`src/rtl/gshare_predictor_if.sv`:
```
// Fetch-side and execute-side signal bundle between the gshare predictor and its pipeline.
// The master side drives the IF2/EX inputs and the predictor, as slave, answers with a prediction.
interface gshare_predictor_if #(
    parameter int GHR_WIDTH = 6
);
    logic                 stall;
    logic [31:0]          IF2_pc;
    logic                 hit;
    logic                 IF2_Branch;
    logic                 IF2_Jump;
    logic [31:0]          pc_imm;
    logic                 EX_update;
    logic                 EX_taken;
    logic                 EX_mispredict;
    logic [GHR_WIDTH-1:0] EX_index;
    logic [GHR_WIDTH-1:0] EX_ghr;
    logic                 pred_taken;
    logic [31:0]          pred_pc;
    logic [GHR_WIDTH-1:0] pred_index;
    logic [GHR_WIDTH-1:0] pred_ghr;
    logic [31:0]          br_count;
    logic [31:0]          mispred_count;

    modport master (
        output stall, IF2_pc, hit, IF2_Branch, IF2_Jump, pc_imm,
        output EX_update, EX_taken, EX_mispredict, EX_index, EX_ghr,
        input  pred_taken, pred_pc, pred_index, pred_ghr, br_count, mispred_count
    );

    modport slave (
        input  stall, IF2_pc, hit, IF2_Branch, IF2_Jump, pc_imm,
        input  EX_update, EX_taken, EX_mispredict, EX_index, EX_ghr,
        output pred_taken, pred_pc, pred_index, pred_ghr, br_count, mispred_count
    );
endinterface

```
`src/rtl/gshare_predictor.sv`:
```
// Gshare branch direction predictor: a PC-xor-history indexed table of 2-bit counters,
// with a speculatively shifted global history that is repaired on mispredicts from EX.
module gshare_predictor #(
    parameter int GHR_WIDTH = 6
) (
    input logic              clk,
    input logic              rst,
    gshare_predictor_if.slave bp
);
    localparam int Depth = 1 << GHR_WIDTH;

    logic [1:0]           pht_q [Depth];
    logic [GHR_WIDTH-1:0] ghr_q, ghr_d;
    logic [31:0]          brCount_q, brCount_d;
    logic [31:0]          mispredCount_q, mispredCount_d;
    logic [GHR_WIDTH-1:0] predIndex;
    logic                 predDir;
    logic                 predTaken;
    logic [1:0]           exEntry, exEntry_d;

    // Prediction path is purely combinational from the current table and history.
    always_comb begin
        predIndex = bp.IF2_pc[GHR_WIDTH+1:2] ^ ghr_q;
        predDir   = pht_q[predIndex][1];
        predTaken = bp.hit & (bp.IF2_Jump | (bp.IF2_Branch & predDir));
    end

    assign bp.pred_taken    = predTaken;
    assign bp.pred_pc       = predTaken ? bp.pc_imm : bp.IF2_pc + 32'd4;
    assign bp.pred_index    = predIndex;
    assign bp.pred_ghr      = ghr_q;
    assign bp.br_count      = brCount_q;
    assign bp.mispred_count = mispredCount_q;

    // Mispredict recovery is applied last so it overrides a same-cycle speculative shift.
    always_comb begin
        ghr_d = ghr_q;
        if (bp.hit && bp.IF2_Branch && !bp.stall) begin
            ghr_d = {ghr_q[GHR_WIDTH-2:0], predDir};
        end
        if (bp.EX_update && bp.EX_mispredict) begin
            ghr_d = {bp.EX_ghr[GHR_WIDTH-2:0], bp.EX_taken};
        end

        exEntry   = pht_q[bp.EX_index];
        exEntry_d = exEntry;
        if (bp.EX_taken) begin
            if (exEntry != 2'b11) begin
                exEntry_d = exEntry + 2'd1;
            end
        end else if (exEntry != 2'b00) begin
            exEntry_d = exEntry - 2'd1;
        end

        brCount_d      = brCount_q + {31'd0, bp.EX_update};
        mispredCount_d = mispredCount_q + {31'd0, bp.EX_update & bp.EX_mispredict};
    end

    always_ff @(posedge clk or posedge rst) begin
        if (rst) begin
            for (int i = 0; i < Depth; i++) begin
                pht_q[i] <= 2'b01;
            end
            ghr_q          <= '0;
            brCount_q      <= '0;
            mispredCount_q <= '0;
        end else begin
            if (bp.EX_update) begin
                pht_q[bp.EX_index] <= exEntry_d;
            end
            ghr_q          <= ghr_d;
            brCount_q      <= brCount_d;
            mispredCount_q <= mispredCount_d;
        end
    end
endmodule

```
`src/flat_wrapper.sv`:
```
// flat-port wrapper written by rule: the top's interface ports become plain ports
module gshare_predictor_flat 
#(
    parameter int GHR_WIDTH = 6
)
  (clk, rst, bp_stall, bp_IF2_pc, bp_hit, bp_IF2_Branch, bp_IF2_Jump, bp_pc_imm, bp_EX_update, bp_EX_taken, bp_EX_mispredict, bp_EX_index, bp_EX_ghr, bp_pred_taken, bp_pred_pc, bp_pred_index, bp_pred_ghr, bp_br_count, bp_mispred_count);
  gshare_predictor_if #(.GHR_WIDTH(GHR_WIDTH)) bp_i ();
  input logic clk;
  input logic rst;
  input wire logic [$bits(bp_i.stall)-1:0] bp_stall;
  input wire logic [$bits(bp_i.IF2_pc)-1:0] bp_IF2_pc;
  input wire logic [$bits(bp_i.hit)-1:0] bp_hit;
  input wire logic [$bits(bp_i.IF2_Branch)-1:0] bp_IF2_Branch;
  input wire logic [$bits(bp_i.IF2_Jump)-1:0] bp_IF2_Jump;
  input wire logic [$bits(bp_i.pc_imm)-1:0] bp_pc_imm;
  input wire logic [$bits(bp_i.EX_update)-1:0] bp_EX_update;
  input wire logic [$bits(bp_i.EX_taken)-1:0] bp_EX_taken;
  input wire logic [$bits(bp_i.EX_mispredict)-1:0] bp_EX_mispredict;
  input wire logic [$bits(bp_i.EX_index)-1:0] bp_EX_index;
  input wire logic [$bits(bp_i.EX_ghr)-1:0] bp_EX_ghr;
  output wire logic [$bits(bp_i.pred_taken)-1:0] bp_pred_taken;
  output wire logic [$bits(bp_i.pred_pc)-1:0] bp_pred_pc;
  output wire logic [$bits(bp_i.pred_index)-1:0] bp_pred_index;
  output wire logic [$bits(bp_i.pred_ghr)-1:0] bp_pred_ghr;
  output wire logic [$bits(bp_i.br_count)-1:0] bp_br_count;
  output wire logic [$bits(bp_i.mispred_count)-1:0] bp_mispred_count;
  assign bp_i.stall = bp_stall;
  assign bp_i.IF2_pc = bp_IF2_pc;
  assign bp_i.hit = bp_hit;
  assign bp_i.IF2_Branch = bp_IF2_Branch;
  assign bp_i.IF2_Jump = bp_IF2_Jump;
  assign bp_i.pc_imm = bp_pc_imm;
  assign bp_i.EX_update = bp_EX_update;
  assign bp_i.EX_taken = bp_EX_taken;
  assign bp_i.EX_mispredict = bp_EX_mispredict;
  assign bp_i.EX_index = bp_EX_index;
  assign bp_i.EX_ghr = bp_EX_ghr;
  assign bp_pred_taken = bp_i.pred_taken;
  assign bp_pred_pc = bp_i.pred_pc;
  assign bp_pred_index = bp_i.pred_index;
  assign bp_pred_ghr = bp_i.pred_ghr;
  assign bp_br_count = bp_i.br_count;
  assign bp_mispred_count = bp_i.mispred_count;
  gshare_predictor #(.GHR_WIDTH(GHR_WIDTH)) u_core (.clk(clk), .rst(rst), .bp(bp_i));
endmodule
```
`config.mk`:
```
export PLATFORM = sky130hd
export DESIGN_NAME = gshare_predictor_flat
export DESIGN_NICKNAME = d
export VERILOG_FILES = /design/src/rtl/gshare_predictor_if.sv /design/src/rtl/gshare_predictor.sv /design/src/flat_wrapper.sv
export SDC_FILE = /design/constraint.sdc
export NUM_CORES = 1
export LEC_CHECK = 0
export BUFFER_PORTS_ARGS = -buffer_cell sky130_fd_sc_hd__buf_2
export CAP_MARGIN = 10
export CORE_MARGIN = 8
export CORE_UTILIZATION = 49
export CTS_BUF_LIST = sky130_fd_sc_hd__clkbuf_4
export DETAILED_ROUTE_END_ITERATION = 8
export GPL_TIMING_DRIVEN = 0
export PLACE_DENSITY = 0.73
export SLEW_MARGIN = 20
export SYNTH_ARGS = -nofsm -noshare
export SYNTH_HDL_FRONTEND = slang
export SYNTH_SLANG_ARGS = --single-unit
```
`constraint.sdc`:
```
create_clock -name clk -period 14.3 [get_ports clk]
set_input_delay 0.715 -clock clk [delete_from_list [all_inputs] [get_ports clk]]
set_output_delay 0.715 -clock clk [all_outputs]
set_load 0.01 [all_outputs]
```
* Yosys cells after proc, flatten, opt, wreduce, memory -nomap -nowiden
Index checks and enable logic that the tools add are counted.
** Cells by class
- Add/subtract/negate cells :: 5
- Order comparisons :: 3
- Eq/ne operators :: 1
- Mux-type cells :: 15
- Bitwise logic cells :: 7
- Reduce and logical (&&, ||, !) cells :: 7
** Operators by type and width (count)
- $bwmux W128 :: 1
- $add A32 B1 Y32 :: 2
- $add A32 B3 Y32 const B :: 1
- $mux W32 :: 1
- $bmux W2 S6 :: 2
- $mux W2 :: 8
- $ge A7 B7 Y1 const B :: 2
- $not A6 Y7 :: 2
- $demux W2 S6 :: 1
- $mux W6 :: 2
- $lt A7 B1 Y1 const B :: 1
- $xor A6 B6 Y6 :: 1
- $logic_and A1 B1 Y1 :: 4
- $reduce_bool A2 Y1 :: 2
- $and A1 B1 Y1 :: 3
- $add A2 B1 Y2 const B :: 1
- $ne A2 B2 Y1 const B :: 1
- $sub A2 B1 Y2 const B :: 1
- $logic_not A1 Y1 :: 1
- $or A1 B1 Y1 :: 1
** Word-level totals
- Bits in registers :: 198
- Input port bits :: 85
- Output and inout port bits :: 109
- Word-level logic and storage cells :: 105

* Depth between registers and ports, before layout
- Word-level depth :: 9
- Gate-level depth with buffers :: 13
- Mapped depth without buffers :: 10

* Worst setup path after synthesis
Ideal clock, no wire load.
- Path type :: input -> output
- From :: in bp_IF2_pc[4]
- To :: out bp_pred_pc[13]
- Arrival :: 2.896 ns
- Data required time :: 13.585 ns
- Setup slack :: 10.689 ns
- Stages :: 8
- Path buffers :: 1
- Cells stage by stage :: xnor2_1 clkinv_1 and3_1 nor4_1 nor4_1 o31ai_2 buf_2 mux2_2
** Between the ends
- Word-level cells in the longest chain between the ends :: 9
- Elaborated cells on any way between the ends :: 10
- Classes of those cells :: 1 x add/sub; 4 x mux; 5 x bitwise
** Ends and longest elaborated chain
- start, declared :: line flat_wrapper.sv:11 : input wire logic [$bits(bp_i.IF2_pc)-1:0] bp_IF2_pc;
- $xor A6 B6 Y6 :: line gshare_predictor.sv:23 : predIndex = bp.IF2_pc[GHR_WIDTH+1:2] ^ ghr_q;
- named net bp_pred_index[2] :: line flat_wrapper.sv:23 : output wire logic [$bits(bp_i.pred_index)-1:0] bp_pred_index;
- $not A6 Y7 (not written as such) :: line gshare_predictor.sv:24 : predDir = pht_q[predIndex][1];
- $bmux W2 S6 :: line gshare_predictor.sv:24
- $mux W2 (not written as such) (2 in series) :: line gshare_predictor.sv:24
- $and A1 B1 Y1 :: line gshare_predictor.sv:25 : predTaken = bp.hit & (bp.IF2_Jump | (bp.IF2_Branch & predDir));
- $or A1 B1 Y1 :: line gshare_predictor.sv:25
- $and A1 B1 Y1 :: line gshare_predictor.sv:25
- $mux W32 :: line gshare_predictor.sv:29 : assign bp.pred_pc = predTaken ? bp.pc_imm : bp.IF2_pc + 32'd4;
- end, declared :: line flat_wrapper.sv:22 : output wire logic [$bits(bp_i.pred_pc)-1:0] bp_pred_pc;
The timed path passes the listed nets, and every way through them passes these cells. The select of a mux whose other input is x is not followed.

* Worst setup path in the final report
- From :: reg u_core.ghr_q[1], in the netlist u_core.bp.pred_ghr[1]
- To :: out bp_pred_pc[20]
** Between the ends
- Word-level cells in the longest chain between the ends :: 9
** Ends and longest elaborated chain
- start, declared :: line gshare_predictor.sv:13 : logic [GHR_WIDTH-1:0] ghr_q, ghr_d;
- start signal, assigned :: line gshare_predictor.sv:71 : ghr_q <= ghr_d;
- $xor A6 B6 Y6 :: line gshare_predictor.sv:23
- $not A6 Y7 (not written as such) :: line gshare_predictor.sv:24
- $bmux W2 S6 :: line gshare_predictor.sv:24
- $mux W2 (not written as such) (2 in series) :: line gshare_predictor.sv:24
- $and A1 B1 Y1 :: line gshare_predictor.sv:25
- $or A1 B1 Y1 :: line gshare_predictor.sv:25
- $and A1 B1 Y1 :: line gshare_predictor.sv:25
- $mux W32 :: line gshare_predictor.sv:29
Every way passes these cells. The select of a mux whose other input is x is not followed.

==> metrics.md <==
| Metric | Value |
|---|---|
| Worst Path Max Fanout | 10 |
| Layout Cells excl Fill | around 1600 |
| Fin crit period | 4940 ps |
| Top cells by area, synth | dfrtp_1 30%, dfstp_2 15%, xnor2_1 5.2% |
| Prevailing post-synth register cell | dfrtp_1 |
| Clock buffer depth | 2 |
| Vias per cell | slightly below 6 |
| Sequential area share after synthesis | 0.452 |
| CP endpoint kind | output port |
| Total congestion overflow | 0 |
| Overall routed net length | 34400 um |
| Ys async rst share | 1.00 |
| Worst EP arrival | between 4000 and 5000 ps |
| Initial DRC Count | 1046 |
| CP required | ~14000 ps |
| Top cell type's share of synthesized area | 0.301 |
| Clk pin slew, worst setup/hold paths | 170 ps |
| Worst Setup Start Kind | flop |
| Root Buffer | clkbuf_4 |
| M1 wire length | roughly 14000 um |
| Final Hold Violating Endpoints | 0 |
| CTS tree | done |
| Post-CTS Setup Bufs | 0 |
| Critical path type | reg2out |
| Mapped Nets | between 1000 and 1500 |
| RSZ-0062 raised after global routing | false |
| H-tree depth | 4 |
| Starting Density | 0.495 |
| Static Leak | between 5 and 6 nW |
| Worst min path class | in2reg |
| # clock sinks | between 150 and 200 |
| Die height | approximately 170 um |
| Pwr dens | around 120 nW/um^2 |
| First-pass GRT wire length | approximately 54000 um |
| Slew Limit Fails | 0 |
| Post-synth EDFFs | 0 |
| Vias | between 9000 and 10000 |
| Slew headroom | 0.304 |
| Final nets | between 1000 and 1500 |
| Period utilisation layout | 0.346 |
| Top Layer Used | met4 |
| Fin Hold WS | about 340 ps |
| Remaining antenna violation count after routing | 0 |
| Max Cap Violations | 0 |
| Status | completed |
| Yosys reg bits | 198 |
| Residual DRC | 0 |
| Number of detailed-route iterations in the first pass | 6 |
| Post-Syn Instances | 1113 |
| CTS Buf Count | 17 |
| Post-DP HPWL | around 26000 um |
| Slew at the pin closest to its max-slew limit | 1040 ps |
| Placed Cells | approximately 1600 |
| Avg WL per Cell | 21.2 um |
| Number of global-route vias before repair | approximately 9400 |
| Largest net degree at the start of global routing | just over 80 |
| Fmax | 202 MHz |
| Core Area | around 23000 um^2 |
| Synth warnings | 0 |
| Post-Syn Area per Cell | about 10 um^2 |
| Die Wd | 167 um |
| Synthesized area | roughly 11000 um^2 |
| Overall routing resource usage | 0.243 |
| Area Overhead vs Synth | 15.4% |
| Port buffer count | 190 |
| Setup violators final | 0 |
| Initial antenna violation count | 2 |
| Max VDD drop | about 85 uV |
| Yosys cell types | 59 |
| Clock Skew | 33.8 ps |
| Synth area leader | dfrtp_1 |
| Share of layout cells above drive strength 1 | 0.325 |
| Final setup TNS | 0 ps |
| # IOs | between 150 and 200 |
| Placer Congestion | a little over 0.9 |
| Row cnt | 55 |
| Met3 wire length | 3150 um |
| Routed met2 length | approximately 16000 um |
| Skew-Pair Late Insertion Delay | 620 ps |
| Die ar. | roughly 28000 um^2 |
[through the flow]
| step | setup slack, ps | power (W) | util | area, um^2 |
|---|---|---|---|---|
| 3_3_place_gp | 6040 | 0.00116 | 0.553 | 12500 |
| 5_1_grt | 9170 | 0.00157 | 0.571 | 12900 |
| 2_1_floorplan | 8290 | 0.00102 | - | 11100 |
| 3_5_place_dp | 9720 | 0.00118 | 0.556 | 12500 |
| 4_1_cts | 9350 | 0.00150 | 0.570 | 12800 |
| 6_report | 9360 | 0.00150 | 0.571 | 12900 |
[cells in the final DEF (no fill, tap or decap), types with 7 or more instances in the layout]
| master | count |
|---|---|
| nand3_1 | 48 |
| nor4_1 | 8 |
| nor3_1 | 8 |
| xor2_1 | 27 |
| nand4_1 | 14 |
| a31oi_1 | 15 |
| clkbuf_1 | 33 |
| mux4_2 | 24 |
| and2_1 | 10 |
| mux2_2 | 44 |
| buf_2 | 210 |
| o21ai_1 | 7 |
| dfrtp_1 | 134 |
| clkbuf_4 | 17 |
| nor2_1 | 135 |
| inv_1 | 10 |
| a22oi_1 | 16 |
| buf_6 | 9 |
| dfstp_2 | 64 |
| xnor2_1 | 66 |
| o21ai_0 | 65 |
| nand2_1 | 103 |
| and3_1 | 24 |
| o31ai_2 | 33 |
| a21oi_1 | 73 |
| mux2i_1 | 19 |
[metal layers]
metal / vias up / global-route usage
met5: - / 0
met4: 0 / 0.101
met3: 80 / 0.0615
met2: 503 / 0.397
met1: 4676 / 0.305
li1: 4407 / -
[sequential cells by signal, indices dropped and copies added, names as in the netlist]
name	cells
u_core.bp.br_count	32
u_core.bp.mispred_count	32
u_core.pht_q	128
u_core.bp.pred_ghr	6
[cell type report]
type,count,area [um^2]
Buffer,71,378
Antenna cell,2,5.00
Clock buffer,17,128
Timing Repair Buffer,193,1020
Inverter,12,52.6
Clock inverter,15,184
Multi-Input combinational cell,832,5700
Tap cell,285,357
Fill cell,1992,9650
Sequential cell,198,5030
[critical path, cell delays in order (launching register included)]
cell and delay (ps):
dfrtp_1 500, xor2_2 650, mux4_2 380, o21ai_0 100, nor4_1 340, nor4_1 150, o31ai_2 620, buf_2 370
mux2_2 360, buf_2 140
[Yosys cell counts (14+ instances only)]
master and number:
buf_2 20, and3_1 24, xor2_1 27, o31ai_2 33, a22oi_1 16, dfrtp_1 134, nand4_1 14, nor2_1 135
mux2i_1 19, o21ai_0 65, dfstp_2 64, mux4_2 24, xnor2_1 66, nand2_1 103, a31oi_1 15, clkbuf_1 33
mux2_2 44, a21oi_1 73, nand3_1 48
[repair_timing]
item	in CTS	in global routing
gates resized for setup	0	0
endpoints found under the hold margin	0	5
hold buffers	0	1
setup endpoints to repair	0	0
[path summary, 6_finish.rpt]
path | from | end | slack (ps) | cells after the start
worst max register to register | u_core.pht_q[11]$_DFFE_PP0P_ | u_core.pht_q[125]$_DFFE_PP0P_ | 11350 | 9
min in group asynchronous | rst | u_core.bp.mispred_count[11]$_DFF_PP0_ | 570 | 3
worst min-delay path | bp_EX_update | u_core.bp.br_count[0]$_DFF_PP0_ | 340 | 2
worst max-delay path | u_core.bp.pred_ghr[1]$_DFFE_PP0P_ | bp_pred_pc[20] | 9360 | 9
worst min register to register | u_core.pht_q[26]$_DFFE_PP1P_ | u_core.pht_q[26]$_DFFE_PP1P_ | 470 | 2
max in group asynchronous | rst | u_core.pht_q[12]$_DFFE_PP1P_ | 12570 | 5
[where the power goes]
group	switching (W)	internal (W)	leakage, nW
clock	0.000217	0.000112	0.167
combinational	0.000235	0.000186	2.98
sequential	0.0000763	0.000673	2.42
[logic make-up (layout without fill, tap and decap cells)]
| group | after synthesis | count (layout) | synth area share |
|---|---|---|---|
| AOI/OAI and AO/OA | 250 | 250 | 0.152 |
| and+or+nand+nor | 391 | 391 | 0.163 |
| muxes | 90 | 90 | 0.113 |
| buffers and inverters | 83 | 308 | 0.0379 |
| adders and majority gates | 7 | 7 | 0.00752 |
| xor gates and xnor gates | 94 | 94 | 0.0745 |
| other | 0 | 2 | 0 |
| DFF | 198 | 198 | 0.452 |
No activity file was read; power rests on OpenSTA's default activity.
